### config.mk
export PLATFORM = sky130hd
export DESIGN_NAME = if_prefetch_queue
export DESIGN_NICKNAME = d
export VERILOG_FILES = /design/src/rtl/if_prefetch_queue.sv
export SDC_FILE = /design/constraint.sdc
export NUM_CORES = 1
export LEC_CHECK = 0
export ABC_CLOCK_PERIOD_IN_PS = 11150
export CORE_ASPECT_RATIO = 0.9
export CORE_MARGIN = 4
export CORE_UTILIZATION = 59
export CTS_CLUSTER_DIAMETER = 150
export DETAILED_ROUTE_END_ITERATION = 16
export GPL_TIMING_DRIVEN = 0
export PLACE_DENSITY = 0.86
export SYNTH_ARGS = -nofsm -noshare
export SYNTH_HDL_FRONTEND = slang
export SYNTH_SLANG_ARGS = --single-unit
export TNS_END_PERCENT = 50
### constraint.sdc
create_clock -name CLK -period 11.15 [get_ports CLK]
set_input_delay 3.345 -clock CLK [delete_from_list [all_inputs] [get_ports CLK]]
set_output_delay 3.345 -clock CLK [all_outputs]
set_load 0.02 [all_outputs]
### src/rtl/if_prefetch_queue.sv
// if_prefetch_queue: block-fetch instruction prefetch queue feeding ID one instruction per cycle
module if_prefetch_queue #(
  parameter logic [31:0] RESET_PC    = 32'hBFC00000,
  parameter int          FETCH_WIDTH = 2,
  parameter int          DEPTH       = 4
) (
  input  logic                           CLK,
  input  logic                           RESET,
  output logic [31:0]                    Instr_address_2IM,
  input  logic [32*FETCH_WIDTH-1:0]      Instr_fIM,
  input  logic                           STALL,
  input  logic                           Request_Alt_PC,
  input  logic [31:0]                    Alt_PC,
  output logic [31:0]                    Instr1_OUT,
  output logic [31:0]                    Instr_PC_OUT,
  output logic [31:0]                    Instr_PC_Plus4,
  output logic                           Instr_Valid,
  output logic [$clog2(DEPTH+1)-1:0]     Queue_Count
);
  localparam int AW = DEPTH > 1 ? $clog2(DEPTH) : 1;
  localparam int CW = $clog2(DEPTH + 1);
  logic [31:0]   fetch_pc_q, fetch_pc_d, block_pc;
  logic [AW-1:0] head_q, head_d, tail_q, tail_d;
  logic [CW-1:0] count_q, count_d, off, n_words;
  logic [31:0]   instr_q [DEPTH];
  logic [31:0]   pc_q [DEPTH];
  logic          fire, pop, valid;
  assign block_pc    = fetch_pc_q & ~32'(4 * FETCH_WIDTH - 1);
  assign off         = CW'((fetch_pc_q >> 2) & 32'(FETCH_WIDTH - 1));
  assign n_words     = CW'(FETCH_WIDTH) - off;
  assign valid       = count_q != '0;
  assign fire        = !Request_Alt_PC && (CW'(DEPTH) - count_q >= n_words);
  assign pop         = valid && !STALL && !Request_Alt_PC;
  assign Instr_address_2IM = block_pc;
  assign Instr_Valid       = valid;
  assign Queue_Count       = count_q;
  assign Instr1_OUT        = valid ? instr_q[head_q] : 32'd0;
  assign Instr_PC_OUT      = valid ? pc_q[head_q] : 32'd0;
  assign Instr_PC_Plus4    = valid ? pc_q[head_q] + 32'd4 : 32'd0;
  // Next-state for pointers, occupancy and fetch PC; a redirect overrides everything
  always_comb begin
    head_d     = Request_Alt_PC ? '0 : head_q + AW'(pop);
    tail_d     = Request_Alt_PC ? '0 : fire ? tail_q + AW'(n_words) : tail_q;
    count_d    = Request_Alt_PC ? '0 : count_q + (fire ? n_words : '0) - CW'(pop);
    fetch_pc_d = Request_Alt_PC ? {Alt_PC[31:2], 2'b00} :
                 fire ? block_pc + 32'(4 * FETCH_WIDTH) : fetch_pc_q;
  end
  // Control registers; reset empties the queue immediately
  always_ff @(posedge CLK or posedge RESET) begin
    if (RESET) begin
      head_q     <= '0;
      tail_q     <= '0;
      count_q    <= '0;
      fetch_pc_q <= RESET_PC;
    end else begin
      head_q     <= head_d;
      tail_q     <= tail_d;
      count_q    <= count_d;
      fetch_pc_q <= fetch_pc_d;
    end
  end
  // Queue storage: words from the block offset onward land in address order at the tail
  always_ff @(posedge CLK) begin
    for (int k = 0; k < FETCH_WIDTH; k++)
      if (fire && CW'(k) >= off) begin
        instr_q[tail_q + AW'(k) - AW'(off)] <= Instr_fIM[32*k +: 32];
        pc_q[tail_q + AW'(k) - AW'(off)]    <= block_pc + 32'(4 * k);
      end
  end
endmodule

==> results_dict.tcl, run 1 <==
set metrics [dict create \
    nets 1490 \
    vias 10600 \
    htree_levels 1 \
    max-vdd-ir-drop_v 0.000148 \
    maxSlewHeadroom_pct 33.4 \
    post-place-ws_ns 4.22 \
    crit_path_end_kind "output pin" \
    ys_types 50 \
    design.portCount 232 \
    synthArstFlopShare_pct 13.0 \
    cts_resized 0 \
    stdcell_count 1743 \
    core_mm2 0.0252 \
    synth-edff-count 244 \
    min_to "pc_q[2][2]" \
    synthMuxAreaShare_pct 20.1 \
    die_h_um 160 \
    worst_slew_pin_slew_ns 0.991 \
    status "complete, no violations" \
    grt_pass1_vias 10800 \
    clock_skew_ns 0.0171 \
    synth_warnings 0 \
    cp-start-kind "register" \
    leakagePower_nw 6.68 \
    cp_max_fo 10 \
    drt_wl_total_um 39300 \
    root_buffer "clkbuf_16" \
    grt_antenna_before_repair 1 \
    cts_sinks 285 \
    rrSetupSlack_ns 7.30 \
    fmax_mhz 133 \
    synth_area_mm2 0.0151 \
    cts_made_buffers 30 \
    synth_fa_ha_area_share_pct 1.21 \
    hold_start "pc_q[2][2]" \
    drt_first_pass_iters 5 \
    fin_ws_ns 3.63 \
    r2r_start "Queue_Count[0]" \
    busiest_layer "met2" \
    viasPerCell 6.05 \
    clock_path_buffers 3 \
    rsz0062_at_grt "no" \
    dp_hpwl_um 27500 \
    crit_arrival_ns 4.18 \
    drc_errors 0 \
    postLayoutCellArea_mm2 0.0189 \
    yosysSeqAreaShare_pct 55.3 \
    num-fill-cells 1529 \
    avgSynthCellArea_um2 13.6 \
    maxCapViolations 0 \
    hold_violations 0 \
    initial_core_util_pct 59.9 \
    drive_gt1_share_pct 22.5 \
    post-route-period-util_pct 67.5 \
    insertion_delay_ns 0.55 \
    synth_compound_area_share_pct 2.87 \
    grt_max_degree 58 \
    cts_tree "yes" \
    synth_flop_cell "edfxtp_1" \
    grt_util_met1_pct 38.6 \
    die_area_mm2 0.0282 \
    gr-total-overflow 0 \
    drt-wirelength-per-cell_um 22.5 \
    ant_nets 0 \
    grt_first_pass_wirelength_um 61500 \
    dpl.cell_count 1686 \
    fin_crit_ns 7.52 \
    port_buffers 222 \
    clk_pin_slew_ns 0.06 \
    die_x_um 177 \
    ys_ff_latch 285 \
    synth_xor_xnor_area_share_pct 1.80 \
    postPlaceCellArea_mm2 0.0179 \
    r2r-end "instr_q[2][20]" \
    maxSlewViolCount 0 \
    gp_congestion 0.934 \
    setup_violations 0 \
    grt_usage_pct 27.6 \
    grt_util_met3_pct 5.18 \
    power_density_mw_per_mm2 268 \
    criticalPathCategory "register to output pin" \
    netlist_instances 1111 \
    post_cts_buffers 0 \
    fin_setup_tns_ns 0 \
    ctsHoldBuffers 0 \
    hold_path.class "register to register" \
    rows 55 \
    drtIter0Drc 994 \
    crit_required_ns 7.81 \
    yosys.area_share.simple_pct 14.3 \
    reg2regPathDepth 9 \
    holdPathStages 2 \
    met2_usage_pct 44.8 \
    synth_top_family_by_area "multiplexers" \
    area_delta_synth_final_pct 25.6 \
]
cell type report:
cell class,count,area (µm²),area share (%)
flip-flops and latches,285,8340,44.0
multi-input cells,713,6090,32.2
repair buffers,227,2360,12.5
clock buffers,37,828,4.37
plain buffers,101,618,3.26
well taps,342,428,2.26
clock inverters,19,204,1.08
inverters,18,67.6,0.357
diodes,1,2.50,0.0132
worst max path at each step:
stage,start,to,slack [ns],cells after the start
CTS,head_q[0],Instr_PC_Plus4[26],3.63,11
finish,head_q[0],Instr_PC_Plus4[26],3.63,11
global route,head_q[0],Instr_PC_Plus4[28],3.48,11
floorplan,Request_Alt_PC,instr_q[1][0],5.09,4
detailed placement,head_q[0],Instr_PC_Plus4[26],4.22,11
global placement,Request_Alt_PC,pc_q[3][22],3.02,6
registers in the layout (all words and copies together) (netlist names):
| name | flops |
|---|---|
| tail_q | 2 |
| instr_q | 128 |
| pc_q | 120 |
| head_q | 2 |
| fetch_pc_q | 30 |
| Queue_Count | 3 |
per-layer routing:
| layer | up-vias | wire length, µm |
|---|---|---|
| met5 | - | 0 |
| met2 | 565 | 19200 |
| li1 | 4659 | - |
| met1 | 5262 | 15500 |
| met4 | 0 | 862 |
| met3 | 67 | 3810 |
synthesized netlist by cell type (all sizes together) (2+ instances only):
library cell / instances / share of area (%)
a31oi: 15 / 0.62
xor2: 16 / 0.93
inv: 18 / 0.45
nor4: 7 / 0.29
dfxtp: 4 / 0.53
o22ai: 2 / 0.12
or3: 18 / 0.75
o31ai: 5 / 0.25
nand3: 20 / 0.70
and3: 10 / 0.42
mux2: 137 / 10
xnor2: 15 / 0.87
o21ai: 41 / 1.4
mux2i: 4 / 0.27
dfstp: 9 / 1.6
and4: 5 / 0.29
nor3: 9 / 0.30
mux4: 62 / 9.6
nand2: 45 / 1.1
a21oi: 9 / 0.30
or4: 6 / 0.30
nand2b: 4 / 0.17
edfxtp: 244 / 49
and2: 181 / 7.5
buf: 56 / 2.7
nor2: 50 / 1.2
nor2b: 5 / 0.21
ha: 13 / 1.1
clkbuf: 45 / 1.3
nand4: 22 / 0.95
dfrtp: 28 / 4.6
through the flow:
step	power [mW]	hold WS, ns	util (%)
after floorplan	3.10	0.439	-
after global placement	3.97	0.454	70.5
after detailed placement	4.05	0.462	71.1
after CTS	5.09	0.471	75.2
after global routing	5.31	0.526	75.2
final	5.08	0.475	75.2
power by group:
part | switching, mW | internal [mW]
clock | 0.412 | 0.619
combinational | 1.31 | 1.01
sequential | 0.120 | 1.61
total | 1.84 | 3.24
cells in the final DEF, fill, tap and decap left out, drive strengths merged, types with 6 or more instances in the layout:
| cell | instances |
|---|---|
| buf | 61 |
| inv | 19 |
| dfstp | 9 |
| a31oi | 15 |
| a21oi | 9 |
| dfrtp | 28 |
| edfxtp | 244 |
| mux2 | 137 |
| nor3 | 9 |
| xnor2 | 15 |
| conb | 7 |
| nor2 | 50 |
| and2 | 181 |
| clkinv | 10 |
| clkdlybuf4s50 | 222 |
| and3 | 10 |
| nand4 | 22 |
| clkbuf | 82 |
| nor4 | 7 |
| mux4 | 62 |
| nand3 | 20 |
| nand2 | 45 |
| xor2 | 16 |
| o21ai | 41 |
| or4 | 6 |
| or3 | 18 |
| ha | 13 |
critical path: stages (launching register included):
cell and delay, ns:
dfrtp_1 0.41, buf_6 0.18, buf_12 0.16, buf_6 0.16, mux4_2 0.44, ha_1 0.24
nand2_1 0.08, o22ai_2 0.24, nand4_1 0.29, nor4_1 0.50, mux2_2 0.38, clkdlybuf4s50_1 0.54
logic make-up after synthesis:
logic type | Yosys count
xor+xnor | 31
mux | 203
simple gates | 382
compound gates | 76
fa+ha+maj | 14
flops | 285
buf+inv | 119
other cells | 1
No activity file was read; power rests on OpenSTA's default activity.
==> inputs of run 2 (changes only) <==
Settings changed: ABC_CLOCK_PERIOD_IN_PS 11150 to 7700, CORE_UTILIZATION 59 to 55, PLACE_DENSITY 0.86 to 0.81.
Clock period 11.15 ns to 7.7 ns, I/O delays scaled along.
==> results_dict.tcl, run 2 (synthesis gave the netlist of run 1 again) <==
set metrics [dict create \
    grt_max_degree 64 \
    drt-wirelength-per-cell_um 21.4 \
    clk_pin_slew_ns 0.06 \
    design.portCount 232 \
    hold_violations 0 \
    drc_errors 0 \
    port_buffers 222 \
    max-vdd-ir-drop_v 0.000226 \
    post-route-period-util_pct 85.4 \
    vias 10200 \
    biggestRegsByFlops "instr_q: 128 flops, pc_q: 120 flops, fetch_pc_q: 30 flops" \
    grt_antenna_before_repair 2 \
    hold_ws_ns 0.478 \
    post_cts_buffers 0 \
    cts_resized 0 \
    ctsHoldBuffers 0 \
    cp_max_fo 10 \
    cts_made_buffers 29 \
    htree_levels 1 \
    root_buffer "clkbuf_16" \
    reg2regPathDepth 9 \
    die_h_um 165 \
    nets 1488 \
    regMostFlops "instr_q" \
    clock_path_buffers 3 \
    grt_first_pass_wirelength_um 57600 \
    rrSetupSlack_ns 3.92 \
    clock_skew_ns 0.0331 \
    grt_pass1_vias 10300 \
    setup_violations 0 \
    initial_core_util_pct 55.8 \
    post-place-ws_ns 1.68 \
    final_cell_mix "edfxtp_1, clkdlybuf4s50_1, and2_1" \
    postLayoutCellArea_mm2 0.0188 \
    mostFrequentLayoutCell "edfxtp_1" \
    area_delta_synth_final_pct 24.8 \
    status "complete, no violations" \
    fmax_mhz 152 \
    min_to "pc_q[0][2]" \
    r2r_start "Queue_Count[0]" \
    cts_tree "yes" \
    fin_crit_ns 6.58 \
    drtIter0Drc 919 \
    fin_ws_ns 1.12 \
    gr-total-overflow 0 \
    maxCapViolations 0 \
    holdPathStages 2 \
    criticalPathCategory "register to output pin" \
    hold_path.class "register to register" \
    crit_path_end_kind "output pin" \
    hold_start "pc_q[0][2]" \
    largest_register_ff_count 128 \
    drive_gt1_share_pct 22.1 \
    postPlaceCellArea_mm2 0.0179 \
    dp_hpwl_um 26200 \
    die_area_mm2 0.0301 \
    drt_first_pass_iters 7 \
    crit_required_ns 5.39 \
    die_x_um 183 \
    fin_setup_tns_ns 0 \
    core_mm2 0.0270 \
    cp-start-kind "register" \
    num-fill-cells 1833 \
    viasPerCell 5.82 \
    maxSlewViolCount 0 \
    r2r-end "instr_q[0][13]" \
    drt_wl_total_um 37500 \
    cts_sinks 285 \
    grt_usage_pct 24.4 \
    power_density_mw_per_mm2 382 \
    rsz0062_at_grt "no" \
    gp_congestion 0.906 \
    ant_nets 0 \
    worst_slew_pin_slew_ns 0.894 \
    maxSlewHeadroom_pct 39.9 \
    leakagePower_nw 6.61 \
    insertion_delay_ns 0.56 \
    rows 57 \
    crit_arrival_ns 4.27 \
]
[run 2: cell types whose count changed in the layout (fill, tap and decap cells not counted), sizes merged]
| cell | delta |
|---|---|
| clkinvlp | -1 |
| clkbuf | +3 |
| buf | -1 |
| clkinv | -3 |
| diode | +1 |
| bufinv | -2 |
[run 2: worst max-delay path, cell delays in order, from the launching register on]
cell and delay [ns]:
dfrtp_1 0.40, buf_6 0.17, buf_12 0.16, buf_6 0.16
mux4_2 0.46, ha_1 0.24, nand2_1 0.08, o22ai_2 0.26
nand4_1 0.29, nor4_1 0.55, mux2_2 0.39, clkdlybuf4s50_1 0.53
[run 2: through the flow]
step                      instances  utilization [%]  total power, mW
after floorplan                1117                -             4.49
after global placement         1693             65.8             5.76
after detailed placement       1697             66.2             5.85
after CTS                      1750             69.6             7.22
after global routing           1752             69.7             7.54
final                          1752             69.7             7.19
[run 2: final cells by class]
type / count / area (µm²) / share of cell area [%]
flip-flops and latches: 285 / 8340 / 44.3
repair buffers: 226 / 2330 / 12.4
diodes: 2 / 5.00 / 0.0266
multi-input cells: 713 / 6090 / 32.4
plain buffers: 101 / 618 / 3.28
clock inverters: 13 / 121 / 0.645
well taps: 354 / 443 / 2.35
clock buffers: 40 / 807 / 4.29
inverters: 18 / 67.6 / 0.359
[run 2: routing by layer]
metal | share of wire [%] | wire length [µm] | global-route usage [%]
met5 | 0 | 0 | 0
met4 | 3.0 | 1110 | 7.37
met3 | 8.2 | 3060 | 4.16
met2 | 48 | 17900 | 39.4
met1 | 41 | 15400 | 34.7
[run 2: worst max path at each step]
stage / end / slack (ns) / cells past startpoint / startpoint
3_3_place_gp: pc_q[3][29] / 0.68 / 6 / Request_Alt_PC
3_5_place_dp: Instr_PC_Plus4[26] / 1.68 / 11 / head_q[0]
5_1_grt: Instr_PC_Plus4[26] / 0.92 / 11 / head_q[0]
4_1_cts: Instr_PC_Plus4[26] / 1.08 / 11 / head_q[0]
2_1_floorplan: instr_q[1][0] / 2.68 / 4 / Request_Alt_PC
6_report: Instr_PC_Plus4[26] / 1.12 / 11 / head_q[0]
[run 2: power by group]
group	internal (mW)	switching (mW)	total (mW)
Clock	0.797	0.576	1.37
Sequential	2.33	0.164	2.49
Combinational	1.47	1.86	3.32
Total	4.59	2.60	7.19
==> inputs of run 3 (changes only) <==
Settings changed: GPL_TIMING_DRIVEN 0 to unset.
==> results_dict.tcl, run 3 (synthesis gave the netlist of run 1 again) <==
set metrics [dict create \
    hold_start "pc_q[0][2]" \
    crit_arrival_ns 4.41 \
    drt_first_pass_iters 6 \
    viasPerCell 5.78 \
    root_buffer "clkbuf_16" \
    grt_max_degree 69 \
    postLayoutCellArea_mm2 0.0183 \
    vias 9582 \
    ctsHoldBuffers 0 \
    largest_register_ff_count 128 \
    rrSetupSlack_ns 4.03 \
    max-vdd-ir-drop_v 0.000239 \
    seq_area_mm2 0.00835 \
    grt_antenna_before_repair 0 \
    area_delta_synth_final_pct 21.1 \
    core_mm2 0.0270 \
    slowest_delay_ns 1.09 \
    fin_ws_ns 0.985 \
    fin_setup_tns_ns 0 \
    setup_violations 0 \
    htree_levels 1 \
    crit_path_end_kind "output pin" \
    stdcell_count 1658 \
    die_x_um 183 \
    clk_pin_slew_ns 0.06 \
    postPlaceCellArea_mm2 0.0174 \
    post-route-period-util_pct 87.2 \
    gp_congestion 0.819 \
    rows 57 \
    maxSlewHeadroom_pct 26.4 \
    worst_slew_pin_slew_ns 1.10 \
    final_cell_mix "edfxtp_1, clkdlybuf4s50_1, and2_1" \
    status "complete, no violations" \
    biggestRegsByFlops "instr_q: 128 flops, pc_q: 120 flops, fetch_pc_q: 30 flops" \
    cp-start-kind "register" \
    design.portCount 232 \
    r2r-end "instr_q[3][31]" \
    maxSlewViolCount 0 \
    grt_first_pass_wirelength_um 54200 \
    rsz0062_at_grt "no" \
    drt_wl_total_um 34500 \
    diodes 0 \
    insertion_delay_ns 0.55 \
    path_cells "mux4_2 -> ha_1 -> nand2_1 -> o22ai_2 -> nand4_1 -> nor4_1 -> mux2_2 -> clkdlybuf4s50_1" \
    clock_path_buffers 3 \
    mostFrequentLayoutCell "edfxtp_1" \
    cp_max_fo 44 \
    slowest_stage "dfrtp_2" \
    cts_tree "yes" \
    cts_made_buffers 29 \
    port_buffers 222 \
    regMostFlops "instr_q" \
    drc_errors 0 \
    power_density_mw_per_mm2 381 \
    ant_nets 0 \
    maxCapViolations 0 \
    post-place-ws_ns 1.51 \
    initial_core_util_pct 55.8 \
    drive_gt1_share_pct 20.2 \
    dp_hpwl_um 22800 \
    drtIter0Drc 757 \
    dpl.cell_count 1606 \
    hold_path.class "register to register" \
    reg2regPathDepth 9 \
    r2r_start "Queue_Count[0]" \
    nets 1397 \
    fin_util_pct 67.6 \
    die_area_mm2 0.0301 \
    cts_sinks 285 \
    grt_pass1_vias 9778 \
    holdPathStages 2 \
    cts_resized 0 \
    grt_usage_pct 22.8 \
    hold_violations 0 \
    die_h_um 165 \
    crit_required_ns 5.39 \
    multi_input_area_mm2 0.00615 \
    leakagePower_nw 6.27 \
    drt-wirelength-per-cell_um 20.8 \
    num-fill-cells 1872 \
    fin_crit_ns 6.72 \
    fmax_mhz 149 \
    clock_skew_ns 0.0220 \
    criticalPathCategory "register to output pin" \
    post_cts_buffers 0 \
    gr-total-overflow 0 \
    min_to "pc_q[0][2]" \
]
run 3: cell types whose count changed in the layout (fill, tap and decap cells not counted), sizes merged:
cell,change
clkinv,-5
bufinv,-2
inv,+1
buf,-46
clkinvlp,-2
diode,-2
clkbuf,-38
run 3: worst max-delay path: cells and delay by family, from the launching register on:
family	cells	cell delay, ns
simple gates	3	0.83
flops	1	1.09
buf+inv	1	0.54
mux	2	0.85
compound gates	1	0.30
fa+ha+maj	1	0.23
run 3: worst max path at each step:
stage / from / end / slack, ns / cells after the start
6_report: head_q[1] / Instr_PC_Plus4[26] / 0.98 / 8
5_1_grt: head_q[1] / Instr_PC_Plus4[30] / 0.72 / 8
4_1_cts: head_q[1] / Instr_PC_Plus4[26] / 0.91 / 8
3_5_place_dp: head_q[1] / Instr_PC_Plus4[26] / 1.51 / 8
3_3_place_gp: head_q[1] / Instr_PC_Plus4[26] / 1.52 / 8
2_1_floorplan: Request_Alt_PC / instr_q[1][0] / 2.68 / 4
run 3: area by class of cell:
type / instances / area share [%]
multi-input combinational: 713 / 33.7
clock inverter: 5 / 0.178
inverter: 18 / 0.370
clock buffer: 47 / 4.79
tap: 354 / 2.42
timing repair buffer: 236 / 12.9
sequential: 285 / 45.7
run 3: power by group:
part,internal (mW),switching [mW]
clock network,0.773,0.563
logic,1.37,1.73
registers,2.33,0.200
run 3: routing by layer:
layer | global-route usage, % | part of all wire (%) | up-vias | routed length (µm)
li1 | - | - | 4451 | -
met1 | 32.5 | 42 | 4685 | 14400
met2 | 37.4 | 48 | 393 | 16700
met3 | 3.90 | 7.8 | 53 | 2690
met4 | 5.35 | 1.9 | 0 | 641
met5 | 0 | 0 | - | 0
run 3: through the flow:
step	hold WS, ns	total power [mW]
finish	0.471	6.97
global route	0.507	7.35
CTS	0.476	7.02
detailed placement	0.468	5.67
global placement	0.456	5.61
floorplan	0.439	4.49
